`src/rtl/georgios_pkg.sv`:
```
// Shared opcode, flag and state definitions for the fetch/decode core.
package georgios_pkg;

    localparam int unsigned OP_W    = 8;
    localparam int unsigned FLAGS_W = 6;

    // Flag index 0 is the leftmost bit of every literal below.
    typedef logic [0:FLAGS_W-1] flags_t;

    localparam logic [OP_W-1:0] OP_NOP  = 8'h00;
    localparam logic [OP_W-1:0] OP_LDI  = 8'h01;
    localparam logic [OP_W-1:0] OP_MOV  = 8'h02;
    localparam logic [OP_W-1:0] OP_ADD  = 8'h03;
    localparam logic [OP_W-1:0] OP_ADDI = 8'h04;
    localparam logic [OP_W-1:0] OP_HLT  = 8'hFF;

    localparam flags_t FLAGS_NONE = 6'b000000;
    localparam flags_t FLAGS_LDI  = 6'b010100;
    localparam flags_t FLAGS_MOV  = 6'b100110;
    localparam flags_t FLAGS_ADD  = 6'b111111;
    localparam flags_t FLAGS_ADDI = 6'b110110;

    typedef enum logic [2:0] {
        FETCH_OP,
        FETCH_A1,
        FETCH_A2,
        FETCH_A3,
        EXEC,
        HALT
    } state_e;

    typedef struct packed {
        flags_t     flags;
        logic [1:0] n_args;
        logic       legal;
        logic       is_halt;
    } decode_t;

endpackage

```
`src/rtl/fetch_decode_if.sv`:
```
// Memory fetch port, downstream stall and router outputs of fetch_decode.
interface fetch_decode_if #(
    parameter int w       = 8,
    parameter int flags_w = 6
);
    logic               mem_req;
    logic [w-1:0]       mem_addr;
    logic               mem_ack;
    logic [w-1:0]       mem_data;
    logic               stall;
    logic [0:flags_w-1] flags;
    logic [w-1:0]       i1;
    logic [w-1:0]       i2;
    logic [w-1:0]       i3;
    logic               valid;
    logic               halted;

    modport master (
        output mem_req, mem_addr, flags, i1, i2, i3, valid, halted,
        input  mem_ack, mem_data, stall
    );

    modport slave (
        input  mem_req, mem_addr, flags, i1, i2, i3, valid, halted,
        output mem_ack, mem_data, stall
    );

endinterface

```
`src/rtl/op_decode.sv`:
```
// Combinational opcode table: router flags, argument count, legality.
module op_decode
    import georgios_pkg::*;
#(
    parameter int w = 8
) (
    input  logic [w-1:0] opcode,
    output decode_t      dec
);

    always_comb begin
        // NOTE: every output gets a default before the case so no path can infer a latch.
        dec = '{flags: FLAGS_NONE, n_args: 2'd0, legal: 1'b0, is_halt: 1'b0};
        case (opcode)
            w'(OP_NOP):  dec.legal = 1'b1;
            w'(OP_LDI):  dec = '{flags: FLAGS_LDI,  n_args: 2'd3, legal: 1'b1, is_halt: 1'b0};
            w'(OP_MOV):  dec = '{flags: FLAGS_MOV,  n_args: 2'd3, legal: 1'b1, is_halt: 1'b0};
            w'(OP_ADD):  dec = '{flags: FLAGS_ADD,  n_args: 2'd3, legal: 1'b1, is_halt: 1'b0};
            w'(OP_ADDI): dec = '{flags: FLAGS_ADDI, n_args: 2'd3, legal: 1'b1, is_halt: 1'b0};
            w'(OP_HLT):  dec = '{flags: FLAGS_NONE, n_args: 2'd0, legal: 1'b1, is_halt: 1'b1};
            default:     dec.legal = 1'b0;
        endcase
    end

endmodule

```
`src/rtl/fetch_decode.sv`:
```
// Byte-serial instruction fetch/decode core feeding router control flags.
// Optional FETCH_ILLEGAL_TRAP_EN: unknown opcodes halt instead of acting as NOP.
module fetch_decode
    import georgios_pkg::*;
#(
    parameter int w       = 8,
    parameter int flags_w = 6
) (
    input  logic          clk,
    input  logic          rst,
    fetch_decode_if.master bus
);

    state_e             state_q, state_d;
    logic [w-1:0]       pc_q, pc_d;
    logic [w-1:0]       op_q, op_d;
    logic [w-1:0]       i1_q, i1_d;
    logic [w-1:0]       i2_q, i2_d;
    logic [w-1:0]       i3_q, i3_d;
    logic [0:flags_w-1] flags_q, flags_d;
    logic               mem_req_q, mem_req_d;
    logic               valid_q, valid_d;
    logic               halted_q, halted_d;

    logic               take;
    logic [w-1:0]       op_sel;
    decode_t            dec;

    // An ack only counts while a request is actually on the bus.
    assign take   = mem_req_q && bus.mem_ack;
    assign op_sel = (state_q == FETCH_OP) ? bus.mem_data : op_q;

    op_decode #(.w(w)) u_op_decode (
        .opcode (op_sel),
        .dec    (dec)
    );

    always_comb begin
        state_d = state_q;
        pc_d    = pc_q;
        op_d    = op_q;
        i1_d    = i1_q;
        i2_d    = i2_q;
        i3_d    = i3_q;

        if (take) begin
            pc_d = pc_q + w'(1);
        end

        case (state_q)
            FETCH_OP: begin
                if (take) begin
                    op_d = bus.mem_data;
                    if (dec.n_args != 2'd0) begin
                        state_d = FETCH_A1;
                    end else if (dec.is_halt) begin
                        state_d = HALT;
`ifdef FETCH_ILLEGAL_TRAP_EN
                    end else if (!dec.legal) begin
                        state_d = HALT;
`else
                    end else if (!dec.legal) begin
                        state_d = EXEC;
`endif
                    end else begin
                        state_d = EXEC;
                    end
                end
            end
            FETCH_A1: if (take) begin i1_d = bus.mem_data; state_d = FETCH_A2; end
            FETCH_A2: if (take) begin i2_d = bus.mem_data; state_d = FETCH_A3; end
            FETCH_A3: if (take) begin i3_d = bus.mem_data; state_d = EXEC;     end
            EXEC:     if (!bus.stall) state_d = FETCH_OP;
            HALT:     state_d = HALT;
            default:  state_d = FETCH_OP;
        endcase

        // Outputs are registered from the next state so they align with it.
        mem_req_d = (state_d == FETCH_OP) || (state_d == FETCH_A1) ||
                    (state_d == FETCH_A2) || (state_d == FETCH_A3);
        valid_d   = (state_d == EXEC);
        flags_d   = valid_d ? dec.flags : '0;
        halted_d  = (state_d == HALT);
    end

    always_ff @(posedge clk) begin
        // NOTE: state updates use non-blocking assignments so all flops see pre-edge values.
        if (rst) begin
            state_q   <= FETCH_OP;
            pc_q      <= '0;
            op_q      <= '0;
            i1_q      <= '0;
            i2_q      <= '0;
            i3_q      <= '0;
            flags_q   <= '0;
            mem_req_q <= 1'b0;
            valid_q   <= 1'b0;
            halted_q  <= 1'b0;
        end else begin
            state_q   <= state_d;
            pc_q      <= pc_d;
            op_q      <= op_d;
            i1_q      <= i1_d;
            i2_q      <= i2_d;
            i3_q      <= i3_d;
            flags_q   <= flags_d;
            mem_req_q <= mem_req_d;
            valid_q   <= valid_d;
            halted_q  <= halted_d;
        end
    end

    assign bus.mem_req  = mem_req_q;
    assign bus.mem_addr = pc_q;
    assign bus.flags    = flags_q;
    assign bus.i1       = i1_q;
    assign bus.i2       = i2_q;
    assign bus.i3       = i3_q;
    assign bus.valid    = valid_q;
    assign bus.halted   = halted_q;

endmodule

```
`src/flat_wrapper.sv`:
```
// flat-port wrapper written by rule: the top's interface ports become plain ports
module fetch_decode_flat import georgios_pkg::*;
#(
    parameter int w       = 8,
    parameter int flags_w = 6
)
  (clk, rst, bus_mem_req, bus_mem_addr, bus_flags, bus_i1, bus_i2, bus_i3, bus_valid, bus_halted, bus_mem_ack, bus_mem_data, bus_stall);
  fetch_decode_if #(.w(w), .flags_w(flags_w)) bus_i ();
  input  logic clk;
  input  logic rst;
  output wire logic [$bits(bus_i.mem_req)-1:0] bus_mem_req;
  output wire logic [$bits(bus_i.mem_addr)-1:0] bus_mem_addr;
  output wire logic [$bits(bus_i.flags)-1:0] bus_flags;
  output wire logic [$bits(bus_i.i1)-1:0] bus_i1;
  output wire logic [$bits(bus_i.i2)-1:0] bus_i2;
  output wire logic [$bits(bus_i.i3)-1:0] bus_i3;
  output wire logic [$bits(bus_i.valid)-1:0] bus_valid;
  output wire logic [$bits(bus_i.halted)-1:0] bus_halted;
  input wire logic [$bits(bus_i.mem_ack)-1:0] bus_mem_ack;
  input wire logic [$bits(bus_i.mem_data)-1:0] bus_mem_data;
  input wire logic [$bits(bus_i.stall)-1:0] bus_stall;
  assign bus_mem_req = bus_i.mem_req;
  assign bus_mem_addr = bus_i.mem_addr;
  assign bus_flags = bus_i.flags;
  assign bus_i1 = bus_i.i1;
  assign bus_i2 = bus_i.i2;
  assign bus_i3 = bus_i.i3;
  assign bus_valid = bus_i.valid;
  assign bus_halted = bus_i.halted;
  assign bus_i.mem_ack = bus_mem_ack;
  assign bus_i.mem_data = bus_mem_data;
  assign bus_i.stall = bus_stall;
  fetch_decode #(.w(w), .flags_w(flags_w)) u_core (.clk(clk), .rst(rst), .bus(bus_i));
endmodule
```
`config.mk`:
```
export PLATFORM = sky130hd
export DESIGN_NAME = fetch_decode_flat
export DESIGN_NICKNAME = d
export VERILOG_FILES = /design/src/rtl/georgios_pkg.sv /design/src/rtl/fetch_decode_if.sv /design/src/rtl/op_decode.sv /design/src/rtl/fetch_decode.sv /design/src/flat_wrapper.sv
export SDC_FILE = /design/constraint.sdc
export NUM_CORES = 1
export LEC_CHECK = 0
export CAP_MARGIN = 10
export CORE_MARGIN = 2
export CORE_UTILIZATION = 44
export CTS_CLUSTER_DIAMETER = 150
export CTS_CLUSTER_SIZE = 25
export DETAILED_ROUTE_END_ITERATION = 16
export PLACE_DENSITY = 0.76
export RECOVER_POWER = 50
export SYNTH_ARGS = -nofsm -noshare
export SYNTH_HDL_FRONTEND = slang
export SYNTH_SLANG_ARGS = --single-unit
```
`constraint.sdc`:
```
create_clock -name clk -period 1.74 [get_ports clk]
set_input_delay 0.522 -clock clk [delete_from_list [all_inputs] [get_ports clk]]
set_output_delay 0.522 -clock clk [all_outputs]
set_load 0.05 [all_outputs]
```
==> key figures, run 1 <==
Final layout
  • FF/Latch Area: 0.00101 mm²
  • Final core utilization: 72.3%
  • Share of cells above drive strength 1: 30.2%
  • Diodes inserted: 0
  • Layout Nets: 330
  • Fill count: 361
  • Synthesis-to-finish area growth: 58.2%
  • Footprint of the multi-input gates: 0.00113 mm²

Power and ir drop
  • Total power: 2.45 mW
  • Worst VDD drop: 681 µV
  • Lkg Pwr: 1.49 nW
  • PwrDens: 712 mW/mm²

Setup path
  • Worst path required time: 1920 ps
  • Crit start category: primary input
  • Worst stage delay on the critical path: 560 ps
  • Worst Reg-to-Reg Cells: 5
  • Critical-path cell with the highest stage delay: or4_4
  • Crit Reg-Reg Startpoint: u_core.state_q[2]$_SDFF_PP0_
  • Reg2reg end: u_core.bus.halted$_SDFF_PP0_
  • Worst-path cell chain: buf_6 > or4_4 > nor4b_4 > buf_4 > o32ai_4 > a21boi_2
  • Family with the most delay on the worst path: simple AND/OR/NAND/NOR gates
  • Worst Path Max Fanout: 4
  • WS Path Type: in2reg
  • WP buf/inv: 2
  • CP Capture Type: flop
  • Critical path data arrival time: 1890 ps
  • Reg-to-reg slack, setup: 80 ps

Timing
  • Post-route setup slack: 22.2 ps
  • Final Hold Viols: 0
  • Worst-margin pin slew: 525 ps
  • Slew Viols, Final: 0
  • Worst hold slack: 457 ps
  • Clk_skew: 5.69 ps
  • F_max: 0.582 GHz
  • Slew headroom: 65.0%
  • Final Critical Period: 1720 ps
  • Period utilization: 98.7%
  • Final setup violating endpoints: 0
  • RSZ-0062 raised after global routing: yes

Drt
  • DR pass1 iterations: 4
  • Highest routed metal layer: met4
  • DRT iter0 DRCs: 181
  • DRC: 0
  • Routed wl met2: 3250 µm
  • WL met3: 474 µm
  • Final ANT Viol Nets: 0
  • M1 wire length: 2540 µm
  • Vias/cell: 5.50
  • Via count: 2117
  • Wire length per cell: 16.7 µm
  • WL final: 6420 µm

Die
  • Initial Util: 45.7%
  • Die X: 74.3 µm
  • Core area: 0.00475 mm²
  • Die Area: 0.00552 mm²
  • Die Ht: 74.3 µm
  • Row Count: 25
  • Io pins: 53

GRT
  • Initial antenna violation count: 0
  • Largest net degree at the start of global routing: 45
  • Total congestion overflow: 0
  • First-pass GRT wire length: 10400 µm
  • Vias in the first global route: 2102
  • Total GRT Usage: 25.2%

Clock tree
  • CTS Buf Count: 5
  • Root Buffer: clkbuf_8
  • Clock slew at the register clock pins of the worst setup and hold paths: 90 ps
  • Bufs on Longest Clock Path: 2
  • H-tree Lvls: 2
  • CTS sink count: 50
  • Clk_lat worst skew: 300 ps
  • CTS tree: done

Worst hold path
  • Worst hold-check path type: reg2reg
  • Hold Path Stages: 2
  • Worst Hold Path EP: u_core.bus.i3[4]$_SDFFE_PP0P_
  • Hold_sp: u_core.bus.i3[4]$_SDFFE_PP0P_

Placed design
  • GP Congestion: 0.902
  • Port buffer count: 52
  • Pre-CTS WS: -726 ps
  • Post-DP HPWL: 4560 µm

Logic synthesis
  • Post-Synthesis Cells: 246
  • Syn Nets: 259
  • FFs w/ async S/R, synth: 0%
  • Seq/Total Area, Yosys: 46.1%
  • Post-synth EDFFs: 0
  • Synth unique cells: 44
  • Ys Warns: 0
  • Post-synthesis cell area: 0.00217 mm²
  • Top_reg_cell synth: dfxtp_1
  • Avg Inst Size Synth: 8.83 µm²
  • #FFs+latches synth: 50

Status
  • Status: complete, no violations

Job
  • Maxcap violations: 0
area by class of cell:
cell class              instances  area share, %
clock inverters                 2           1.75
well taps                      67           2.44
multi-input cells             175           32.9
repair buffers                 85           31.3
clock buffers                   6           2.40
flip-flops and latches         50           29.3
sequential cells by signal, indices dropped and copies added (netlist names):
name,count
u_core.bus.i2,8
u_core.bus.mem_addr,8
u_core.bus.i3,8
u_core.bus.halted,1
u_core.op_q,8
u_core.bus.mem_req,1
u_core.bus.valid,1
u_core.state_q,3
u_core.bus.flags,4
u_core.bus.i1,8
cell usage in the layout (no fill, tap or decap), types with 4 or more instances in the layout:
master,Yosys,layout
mux2i_1,16,16
nor3b_1,4,4
buf_12,0,28
nand2_1,34,34
nor2_1,29,29
clkbuf_8,0,6
dfxtp_1,50,46
dlymetal6s2s_1,0,15
buf_4,4,29
buf_6,0,5
nand3_1,8,8
nand4_1,8,8
a21oi_1,21,21
dfxtp_2,0,4
xor2_1,7,7
nor3_1,5,4
worst max-delay path by stage:
stage / from / endpoint / slack [ps] / depth (start not counted)
final: bus_mem_data[5] / u_core.bus.flags[4]$_SDFF_PP0_ / 20 / 6
after global routing: bus_mem_data[5] / u_core.bus.flags[4]$_SDFF_PP0_ / -20 / 6
after CTS: bus_mem_data[5] / u_core.bus.halted$_SDFF_PP0_ / -60 / 6
after detailed placement: bus_mem_data[4] / u_core.bus.halted$_SDFF_PP0_ / -730 / 6
after global placement: bus_mem_data[4] / u_core.bus.halted$_SDFF_PP0_ / -610 / 6
after floorplan: bus_mem_data[4] / u_core.state_q[2]$_SDFF_PP0_ / -100 / 4
worst register-to-register path, delay by kind of cell (launching register included):
| family | cells | cell delay, ps |
|---|---|---|
| AO/OA/AOI/OAI | 3 | 670 |
| flip-flops | 1 | 470 |
| AND/OR/NAND/NOR | 1 | 240 |
| buffers and inverters | 1 | 150 |
per-stage QoR:
| step | instances | setup TNS (ps) | instance area [µm²] |
|---|---|---|---|
| 2_1_floorplan | 246 | -447 | 2170 |
| 3_3_place_gp | 375 | -12750 | 3330 |
| 3_5_place_dp | 375 | -14520 | 3330 |
| 4_1_cts | 385 | -96.0 | 3510 |
| 5_1_grt | 385 | -21.0 | 3440 |
| 6_report | 385 | 0 | 3440 |
cells by family (layout without fill, tap and decap cells):
group                    count (synthesis)  in the layout  share of synthesized area (%)
AND/OR/NAND/NOR                        109            109                           26.1
flip-flops                              50             50                           46.1
AO/OA/AOI/OAI                           41             41                           12.1
buffers and inverters                   21             93                           4.61
multiplexers                            16             16                           7.37
XOR/XNOR                                 8              8                           3.22
adder cells (fa/ha/maj)                  1              1                          0.576
cell usage after synthesis (all sizes together) (2+ instances only):
master	n	share of area (%)
and3	3	0.86
nand2	34	5.9
nor2	29	5.0
o22ai	3	0.86
clkbuf	12	2.1
a21boi	2	0.69
nand3	8	1.8
o21ai	4	0.92
buf	9	2.5
or4	2	0.86
nor4	3	1.2
xor2	7	2.8
mux2i	16	7.4
nor2b	2	0.58
o221a	2	1.0
nand4	8	2.3
dfxtp	50	46
nor3b	4	1.4
a21oi	21	4.8
nor3	7	2.4
nor4b	2	1.5
and2	2	0.58
power by group:
part	total, mW	switching [mW]	internal [mW]
logic	0.274	0.152	0.122
clock network	0.986	0.374	0.613
registers	1.19	0.0238	1.16
layer usage:
layer / global-route usage [%] / up-vias
li1: - / 997
met1: 30.4 / 1014
met3: 6.91 / 17
met5: 0 / -
met4: 8.93 / 0
met2: 43.4 / 89
repair_timing:
item / 4_1_cts / 5_1_grt
setup endpoints to repair: 18 / 19
pin swaps: 6 / 4
hold buffers: 0 / 0
resized for setup: 27 / 14
buffers inserted: 2 / 0
Power figures use the tool's default switching activity.
==> run 2: changes to the inputs <==
--- a/config.mk
+++ b/config.mk
@@ -11,6 +11,7 @@
 export CTS_CLUSTER_DIAMETER = 150
 export CTS_CLUSTER_SIZE = 25
 export DETAILED_ROUTE_END_ITERATION = 16
+export HOLD_SLACK_MARGIN = 0.06
 export PLACE_DENSITY = 0.76
 export RECOVER_POWER = 50
 export SYNTH_ARGS = -nofsm -noshare
==> results of run 2 <==
Same layout as run 1: the final DEF is identical, and so are final timing and power.
